### src/rtl/uart_tx_buffered.sv
// Buffered UART transmitter: byte FIFO feeding an 8E1/8O1 frame serialiser
// (start, 8 data bits LSB first, parity, stop) timed by an internal divider.
module uart_tx_buffered #(
    parameter int CLKS_PER_BIT = 16,
    parameter int FIFO_DEPTH   = 16,
    parameter int ADDR_WIDTH   = 4,
    parameter bit PARITY_ODD   = 1'b0
) (
    input  logic                  pclk_i,
    input  logic                  prst_n_i,
    input  logic [7:0]            tx_pdata_i,
    input  logic                  tx_pdata_valid_i,
    output logic                  tx_pready_o,
    output logic                  tx_sdata_o,
    output logic                  tx_busy_o,
    output logic [ADDR_WIDTH:0]   tx_fifo_count_o
);
    localparam int               DIV_W    = $clog2(CLKS_PER_BIT);
    localparam logic [DIV_W-1:0] DIV_LAST = DIV_W'(CLKS_PER_BIT - 1);

    typedef enum logic [2:0] {
        ST_IDLE,
        ST_START,
        ST_DATA,
        ST_PARITY,
        ST_STOP
    } state_t;

    state_t              state_reg, state_next;
    logic [DIV_W-1:0]    div_reg, div_next;
    logic [2:0]          bit_idx_reg, bit_idx_next;
    logic [7:0]          shift_reg, shift_next;
    logic                parity_reg, parity_next;
    logic [ADDR_WIDTH:0] wr_ptr_reg, rd_ptr_reg;
    logic [ADDR_WIDTH:0] fifo_count;
    logic [7:0]          rd_data_reg;
    logic [7:0]          mem [FIFO_DEPTH];
    logic                push, pop, fifo_empty, bit_done;

    assign fifo_count      = wr_ptr_reg - rd_ptr_reg;
    assign fifo_empty      = (fifo_count == '0);
    assign tx_pready_o     = (fifo_count < (ADDR_WIDTH + 1)'(FIFO_DEPTH));
    assign tx_fifo_count_o = fifo_count;
    assign push            = tx_pdata_valid_i && tx_pready_o;
    assign bit_done        = (div_reg == DIV_LAST);
    assign tx_busy_o       = (state_reg != ST_IDLE);

    // Storage array with a registered read port. The popped byte is only
    // needed once START ends, so the one-cycle read latency is hidden.
    always_ff @(posedge pclk_i) begin
        if (push) begin
            mem[wr_ptr_reg[ADDR_WIDTH-1:0]] <= tx_pdata_i;
        end
        if (pop) begin
            rd_data_reg <= mem[rd_ptr_reg[ADDR_WIDTH-1:0]];
        end
    end

    always_ff @(posedge pclk_i or negedge prst_n_i) begin
        if (!prst_n_i) begin
            state_reg   <= ST_IDLE;
            div_reg     <= '0;
            bit_idx_reg <= '0;
            shift_reg   <= '0;
            parity_reg  <= 1'b0;
            wr_ptr_reg  <= '0;
            rd_ptr_reg  <= '0;
        end else begin
            state_reg   <= state_next;
            div_reg     <= div_next;
            bit_idx_reg <= bit_idx_next;
            shift_reg   <= shift_next;
            parity_reg  <= parity_next;
            wr_ptr_reg  <= wr_ptr_reg + {{ADDR_WIDTH{1'b0}}, push};
            rd_ptr_reg  <= rd_ptr_reg + {{ADDR_WIDTH{1'b0}}, pop};
        end
    end

    always_comb begin
        state_next   = state_reg;
        div_next     = div_reg + 1'b1;
        bit_idx_next = bit_idx_reg;
        shift_next   = shift_reg;
        parity_next  = parity_reg;
        pop          = 1'b0;
        case (state_reg)
            ST_IDLE: begin
                div_next = '0;
                if (!fifo_empty) begin
                    pop        = 1'b1;
                    state_next = ST_START;
                end
            end
            ST_START: begin
                if (bit_done) begin
                    div_next     = '0;
                    bit_idx_next = '0;
                    shift_next   = rd_data_reg;
                    parity_next  = (^rd_data_reg) ^ PARITY_ODD;
                    state_next   = ST_DATA;
                end
            end
            ST_DATA: begin
                if (bit_done) begin
                    div_next     = '0;
                    shift_next   = {1'b0, shift_reg[7:1]};
                    bit_idx_next = bit_idx_reg + 3'd1;
                    if (bit_idx_reg == 3'd7) begin
                        state_next = ST_PARITY;
                    end
                end
            end
            ST_PARITY: begin
                if (bit_done) begin
                    div_next   = '0;
                    state_next = ST_STOP;
                end
            end
            ST_STOP: begin
                // Chain straight into the next start bit when more data waits.
                if (bit_done) begin
                    div_next = '0;
                    if (!fifo_empty) begin
                        pop        = 1'b1;
                        state_next = ST_START;
                    end else begin
                        state_next = ST_IDLE;
                    end
                end
            end
            default: begin
                div_next   = '0;
                state_next = ST_IDLE;
            end
        endcase
    end

    always_comb begin
        tx_sdata_o = 1'b1;
        case (state_reg)
            ST_START:  tx_sdata_o = 1'b0;
            ST_DATA:   tx_sdata_o = shift_reg[0];
            ST_PARITY: tx_sdata_o = parity_reg;
            default:   tx_sdata_o = 1'b1;
        endcase
    end

endmodule

### config.mk
export PLATFORM = sky130hd
export DESIGN_NAME = uart_tx_buffered
export DESIGN_NICKNAME = d
export VERILOG_FILES = /design/src/rtl/uart_tx_buffered.sv
export SDC_FILE = /design/constraint.sdc
export NUM_CORES = 1
export LEC_CHECK = 0
export BUFFER_PORTS_ARGS = -buffer_cell sky130_fd_sc_hd__buf_4
export CORE_UTILIZATION = 61
export CTS_CLUSTER_SIZE = 14
export DETAILED_ROUTE_END_ITERATION = 12
export PLACE_DENSITY_LB_ADDON = 0.08
export REMOVE_ABC_BUFFERS = 1
export SYNTH_ARGS = -nofsm -noshare
export SYNTH_HDL_FRONTEND = slang
export SYNTH_SLANG_ARGS = --single-unit
export TNS_END_PERCENT = 100
### constraint.sdc
create_clock -name pclk_i -period 4.4 [get_ports pclk_i]
set_input_delay 1.1 -clock pclk_i [delete_from_list [all_inputs] [get_ports pclk_i]]
set_output_delay 1.1 -clock pclk_i [all_outputs]
set_load 0.02 [all_outputs]
=== Yosys cells after proc, flatten, opt, wreduce, memory -nomap -nowiden ===
Memory sizes are Yosys's and may differ from the RTL's. A register that Yosys moved wholly into a read port is not among the register bits.
Cells that the tools add are included.

* Register bits: 29
* Output and inout port bits: 8
* Memories: 1
* Memory bits (writable): 128
* Input port bits: 11
* Logic and storage cells: 58

* Add/sub/neg operators: 5
* Equality and inequality tests: 12
* Magnitude comparators: 1
* Muxes and demuxes: 22
* Reductions and logical operators: 10

{| class="wikitable"
|+ Memories
! memory !! words !! width !! rd ports !! clocked after Yosys merged registers in !! wr ports !! RTL line !! RTL
|-
| mem || 16 || 8 || 1 || 1 || 1 || 37 || <nowiki>logic [7:0] mem [FIFO_DEPTH];</nowiki>
|}

{| class="wikitable"
|+ Operators by type and width
! operator !! number
|-
| 3-bit two-way mux || 8
|-
| 8-bit two-way mux || 2
|-
| 8-bit one-hot mux with 2 select lines || 1
|-
| 3-bit one-hot mux with 5 select lines || 1
|-
| 2-bit != test, second input constant || 6
|-
| 5-bit by 1-bit adder with 5-bit output || 2
|-
| 4-bit two-way mux || 2
|-
| 8-bit XOR reduction || 1
|-
| 3-bit by 2-bit equality test with 1-bit output, second input constant || 2
|-
| 3-bit equality test, second input constant || 2
|-
| 3-bit one-hot mux with 2 select lines || 1
|-
| 6-bit AND reduction || 1
|-
| 5-bit logical NOT || 1
|-
| 5-bit < comparator, second input constant || 1
|-
| 1-bit two-way mux || 5
|-
| 5-bit subtractor || 1
|-
| 4-bit by 1-bit adder with 4-bit output, second input constant || 1
|-
| 4-bit equality test, second input constant || 1
|-
| 4-bit OR reduction || 1
|-
| 3-bit by 1-bit adder with 3-bit output, second input constant || 1
|-
| 3-bit by 1-bit equality test with 1-bit output, second input constant || 1
|-
| 3-bit logical NOT || 1
|-
| 1-bit one-hot mux with 3 select lines || 1
|-
| 3-bit AND reduction || 1
|-
| other kinds (5) || 5
|}

=== Longest topological paths before layout ===
* Depth after elaboration: 6
* Mapped depth: 13
* Depth with buffers taken out: 13

=== Worst setup path before layout ===
No wires, ideal clock.

* Path kind: register to register
* From: register rd_ptr_reg[1]
* To: memory mem[1][0], enable pin
* Data required time: 4005 ps
* Cell stages (with the launch flop): 10
* Arrival: 3316 ps
* Slack: 689 ps
* Setup time: 395 ps
* Cell sequence: dfrtp_1 -> clkbuf_1 -> clkbuf_1 -> inv_1 -> fa_1 -> a21o_1 -> a21oi_2 -> xor2_2 -> nand3_1 -> nor4_1

* Word-level cells in the longest chain between the ends: 5

{| class="wikitable"
|+ Ends and longest elaborated chain
! what !! RTL line !! RTL
|-
| start, declared || 34 || <nowiki>logic [ADDR_WIDTH:0] wr_ptr_reg, rd_ptr_reg;</nowiki>
|-
| start signal, assigned || 75 || <nowiki>rd_ptr_reg <= rd_ptr_reg + {{ADDR_WIDTH{1'b0}}, pop};</nowiki>
|-
| 5-bit subtractor || 40 || <nowiki>assign fifo_count = wr_ptr_reg - rd_ptr_reg;</nowiki>
|-
| 5-bit < comparator || 42 || <nowiki>assign tx_pready_o = (fifo_count < (ADDR_WIDTH + 1)'(FIFO_DEPTH));</nowiki>
|-
| net tx_pready_o || 13 || <nowiki>output logic tx_pready_o,</nowiki>
|-
| 1-bit logical AND || 44 || <nowiki>assign push = tx_pdata_valid_i && tx_pready_o;</nowiki>
|-
| 1-bit two-way mux || 51 || <nowiki>if (push) begin</nowiki>
|-
| 1-bit two-way mux (implied by the code) || 52 || <nowiki>mem[wr_ptr_reg[ADDR_WIDTH-1:0]] <= tx_pdata_i;</nowiki>
|-
| end, declared || 37 ||
|}

The timed path passes the listed nets, and every way through them passes these cells.

=== Worst setup path after layout ===
* From: register wr_ptr_reg[1]
* To: output tx_fifo_count_o[4]

* Word-level cells in the longest chain between the ends: 1

{| class="wikitable"
|+ Ends and longest elaborated chain
! what !! RTL line !! RTL
|-
| start, declared || 34 ||
|-
| start signal, assigned || 74 || <nowiki>wr_ptr_reg <= wr_ptr_reg + {{ADDR_WIDTH{1'b0}}, push};</nowiki>
|-
| 5-bit subtractor || 40 ||
|-
| end, declared || 16 || <nowiki>output logic [ADDR_WIDTH:0] tx_fifo_count_o</nowiki>
|}

No other way between the ends.

==> results.yml <==
outcome:
  run_status: "finished clean"
timing:
  skew_final_ns: 0.00811
  timing.hold.ws_ns: 0.491
  relSlewSlack_pct: 33.1
  rsz_0062_raised_after_global_routing: "no"
  setup-tns-final_ns: 0
  final_critical_path_setup_slack_ns: 0.805
  tightest_slew_ns: 0.996
  post-route-min-period_ns: 3.59
  min_period_over_period_pct: 81.7
  hold_viol: 0
  timing.final.setup_violations: 0
  final_max_slew_viol_count: 0
  max_freq_mhz: 278
worst_setup_path:
  critical_path.endpoint_type: "output port"
  timing.critical_path.slowest_stage_cell: "sky130_fd_sc_hd__dfrtp_1"
  worstPathMaxFanout: 16
  worst_setup_sp: "wr_ptr_reg[1]$_DFF_PN0_"
  critical-path-top-delay-family: "flip-flops"
  start_kind: "register"
  cp_data_arrival_time_ns: 2.49
  cp.required_ns: 3.30
  timing.critical_path.buf_inv: 2
  critical_path.cell_chain: "fa_1 -> a21o_1 -> a21oi_2 -> xor2_2 -> inv_2 -> buf_4"
  worstSetupPathType: "reg2out"
  reg2reg_from: "wr_ptr_reg[1]$_DFF_PN0_"
  critPathMaxStageDelay_ns: 0.56
worst_hold_path:
  min-delay-path-class: "in2async"
final_layout:
  multi_input_area_sq_mm: 0.00180
  n_fill_cell: 651
  design.final.nets: 414
  share_of_layout_cells_above_drive_strength_1_pct: 25.7
  fin_cells: 540
  sequential_cell_area_sq_mm: 0.00481
  synthToLayoutAreaGrowth_pct: 12.2
  largest_register_ff_count: 128
  insertedDiodeCount: 0
grt:
  gr_util_all_layers_pct: 23.2
  grt_pass1_wl_um: 18500
  grt_pass1_vias: 3265
  largest_net_degree_at_the_start_of_global_routing: 35
  overflow: 0
  antenna_found_initial: 0
clock_network:
  post_cts.resized_instances: 0
  cts.path.max_buffers: 2
  tritoncts.num_buffers: 17
  hold_buffers: 0
  clock_sinks: 165
  cts.htree.levels: 4
  cts.clk_slew.worst_paths_ns: 0.07
  cts_tree: "yes"
  cts.root.buffer_cell: "sky130_fd_sc_hd__clkbuf_8"
  post_cts_buffers: 0
  clk-insertion-delay-late_ns: 0.53
pwr:
  internal_power_w: 0.00350
  power.leakage_nw: 2.61
  pwr-share-comb_pct: 33.6
  sw_frac_of_total_pct: 32.6
  peakVddDrop_v: 0.000514
  power.clock.fraction_pct: 25.0
  sequentialPowerShare_pct: 41.3
  total_switching_power_w: 0.00170
  power.density_mw_per_mm2: 690
route:
  final_antenna_net_count: 0
  drtIter0Drc: 276
  detail_route.wl_per_cell_um: 21.6
  route.final.wire_length_um: 11700
  drt-pass1-iter-count: 4
  drcViolationCount: 0
  post_drt_via_cell_ratio: 6.04
  dr_total_vias: 3259
floorplan:
  design.core.area_sq_mm: 0.0105
  num_io_pins: 19
  placement_rows: 37
  die_area_sq_mm: 0.0114
  die-height_um: 107
  floorplan.die.width_um: 107
  initial_cell_density_of_the_core_pct: 64.0
placement:
  buffer_ports.inserted: 18
  gp_routability_congestion: 0.784
  place_inst: 508
  dp_worst_setup_slack_ns: 1.19
  detailedPlacementHpwl_um: 7740
logic_synthesis:
  synthesis.area_sq_mm: 0.00672
  yosysTopAreaCellShare_pct: 60.8
  yosys-top-cells-count: "136 x sky130_fd_sc_hd__edfxtp_1, 40 x sky130_fd_sc_hd__mux4_2, 29 x sky130_fd_sc_hd__dfrtp_1"
  synthCells: 360
  ys_top_cells_by_area: "sky130_fd_sc_hd__edfxtp_1 61%, sky130_fd_sc_hd__mux4_2 13%, sky130_fd_sc_hd__dfrtp_1 11%, sky130_fd_sc_hd__ha_1 2.0%, sky130_fd_sc_hd__xnor2_1 1.7%"
  synth_area_leader_cell: "sky130_fd_sc_hd__edfxtp_1"
  synth_enable_flop_cells: 136
  synth-warning-count: 0
  synthFlopType: "sky130_fd_sc_hd__edfxtp_1"
  synth.yosys.seq_area_share_pct: 71.6
  proportion_of_register_bits_with_asynchronous_set_or_reset_after_synthesis_pct: 17.6
  ys_seq_elements: 165
  synthesis.area_per_instance_sq_um: 18.7
  most_frequent_cell_after_synthesis: "sky130_fd_sc_hd__edfxtp_1"
  ys_types: 40
run:
  max_cap_viol_count: 0
-- layout make-up --
class	count	area share, %
Clock buffer	20	5.64
Inverter	7	0.349
Tap cell	136	2.26
Sequential cell	165	63.8
Clock inverter	12	1.24
Multi-Input combinational cell	172	23.9
Timing Repair Buffer	28	2.79
-- through the flow --
| step | area, sq um | power [W] | utilization, % |
|---|---|---|---|
| after floorplan | 6640 | 0.00339 | - |
| after global placement | 7020 | 0.00391 | 66.8 |
| after detailed placement | 7020 | 0.00395 | 66.8 |
| after CTS | 7540 | 0.00525 | 71.7 |
| after global routing | 7540 | 0.00547 | 71.7 |
| final | 7540 | 0.00520 | 71.7 |
-- worst reg2reg max path: cells and delay by family (launching register included) --
kind | cells | cell delay (ns)
adder cells (fa/ha/maj) | 1 | 0.53
AO/OA/AOI/OAI | 2 | 0.39
AND/OR/NAND/NOR | 2 | 1.07
XOR/XNOR | 1 | 0.25
flip-flops | 1 | 0.56
-- placed cells by master (no fill, tap or decap), drive strengths merged, types with 2 or more instances in the layout --
master	instances
nand3	9
edfxtp	136
ha	11
nand3b	2
or3	2
nor3	7
a21oi	6
clkbuf	20
mux4	40
dfrtp	29
clkinvlp	2
nor2	15
xor2	7
nand2b	4
nand2	17
clkinv	3
mux2i	7
a31oi	2
nor4	2
buf	28
nor2b	2
o21ai	12
a22o	3
inv	14
and2	3
xnor2	13
-- metal layers --
layer  track usage (%)  vias to the layer above  wire (um)
met3              5.17                       12        588
met4              8.71                        0        129
met1              33.7                     1660       5190
li1                  -                     1479          -
met2              35.2                      108       5770
met5                 0                        -          0
-- power by group through the flow --
stage,logic [W],clock network (W),registers [W]
final,0.00175,0.00130,0.00215
after global routing,0.00190,0.00139,0.00218
after CTS,0.00178,0.00132,0.00215
after detailed placement,0.00177,0,0.00218
after global placement,0.00174,0,0.00217
after floorplan,0.00117,0,0.00223
-- cells by family (layout without fill, tap and decap cells) --
family | count (synthesis) | count (layout) | share of synthesized area [%]
AND/OR/NAND/NOR | 65 | 65 | 4.67
buffers and inverters | 23 | 67 | 1.64
flip-flops | 165 | 165 | 71.6
XOR/XNOR | 20 | 20 | 2.72
multiplexers | 48 | 48 | 14.6
adder cells (fa/ha/maj) | 12 | 12 | 2.35
AO/OA/AOI/OAI | 27 | 27 | 2.46
-- path summary, 6_finish.rpt --
path / end / slack, ns / depth (start not counted)
min in group pclk_i: wr_ptr_reg[4]$_DFF_PN0_ / 0.49 / 1
max in group asynchronous: rd_ptr_reg[0]$_DFF_PN0_ / 3.60 / 1
hold reg to reg: wr_ptr_reg[4]$_DFF_PN0_ / 0.49 / 1
setup reg to reg: mem[10][2]$_DFFE_PP_ / 1.21 / 6
hold / removal: bit_idx_reg[2]$_DFFE_PN0P_ / 0.49 / 1
setup / recovery: tx_fifo_count_o[4] / 0.81 / 6
Power figures use the tool's default switching activity.
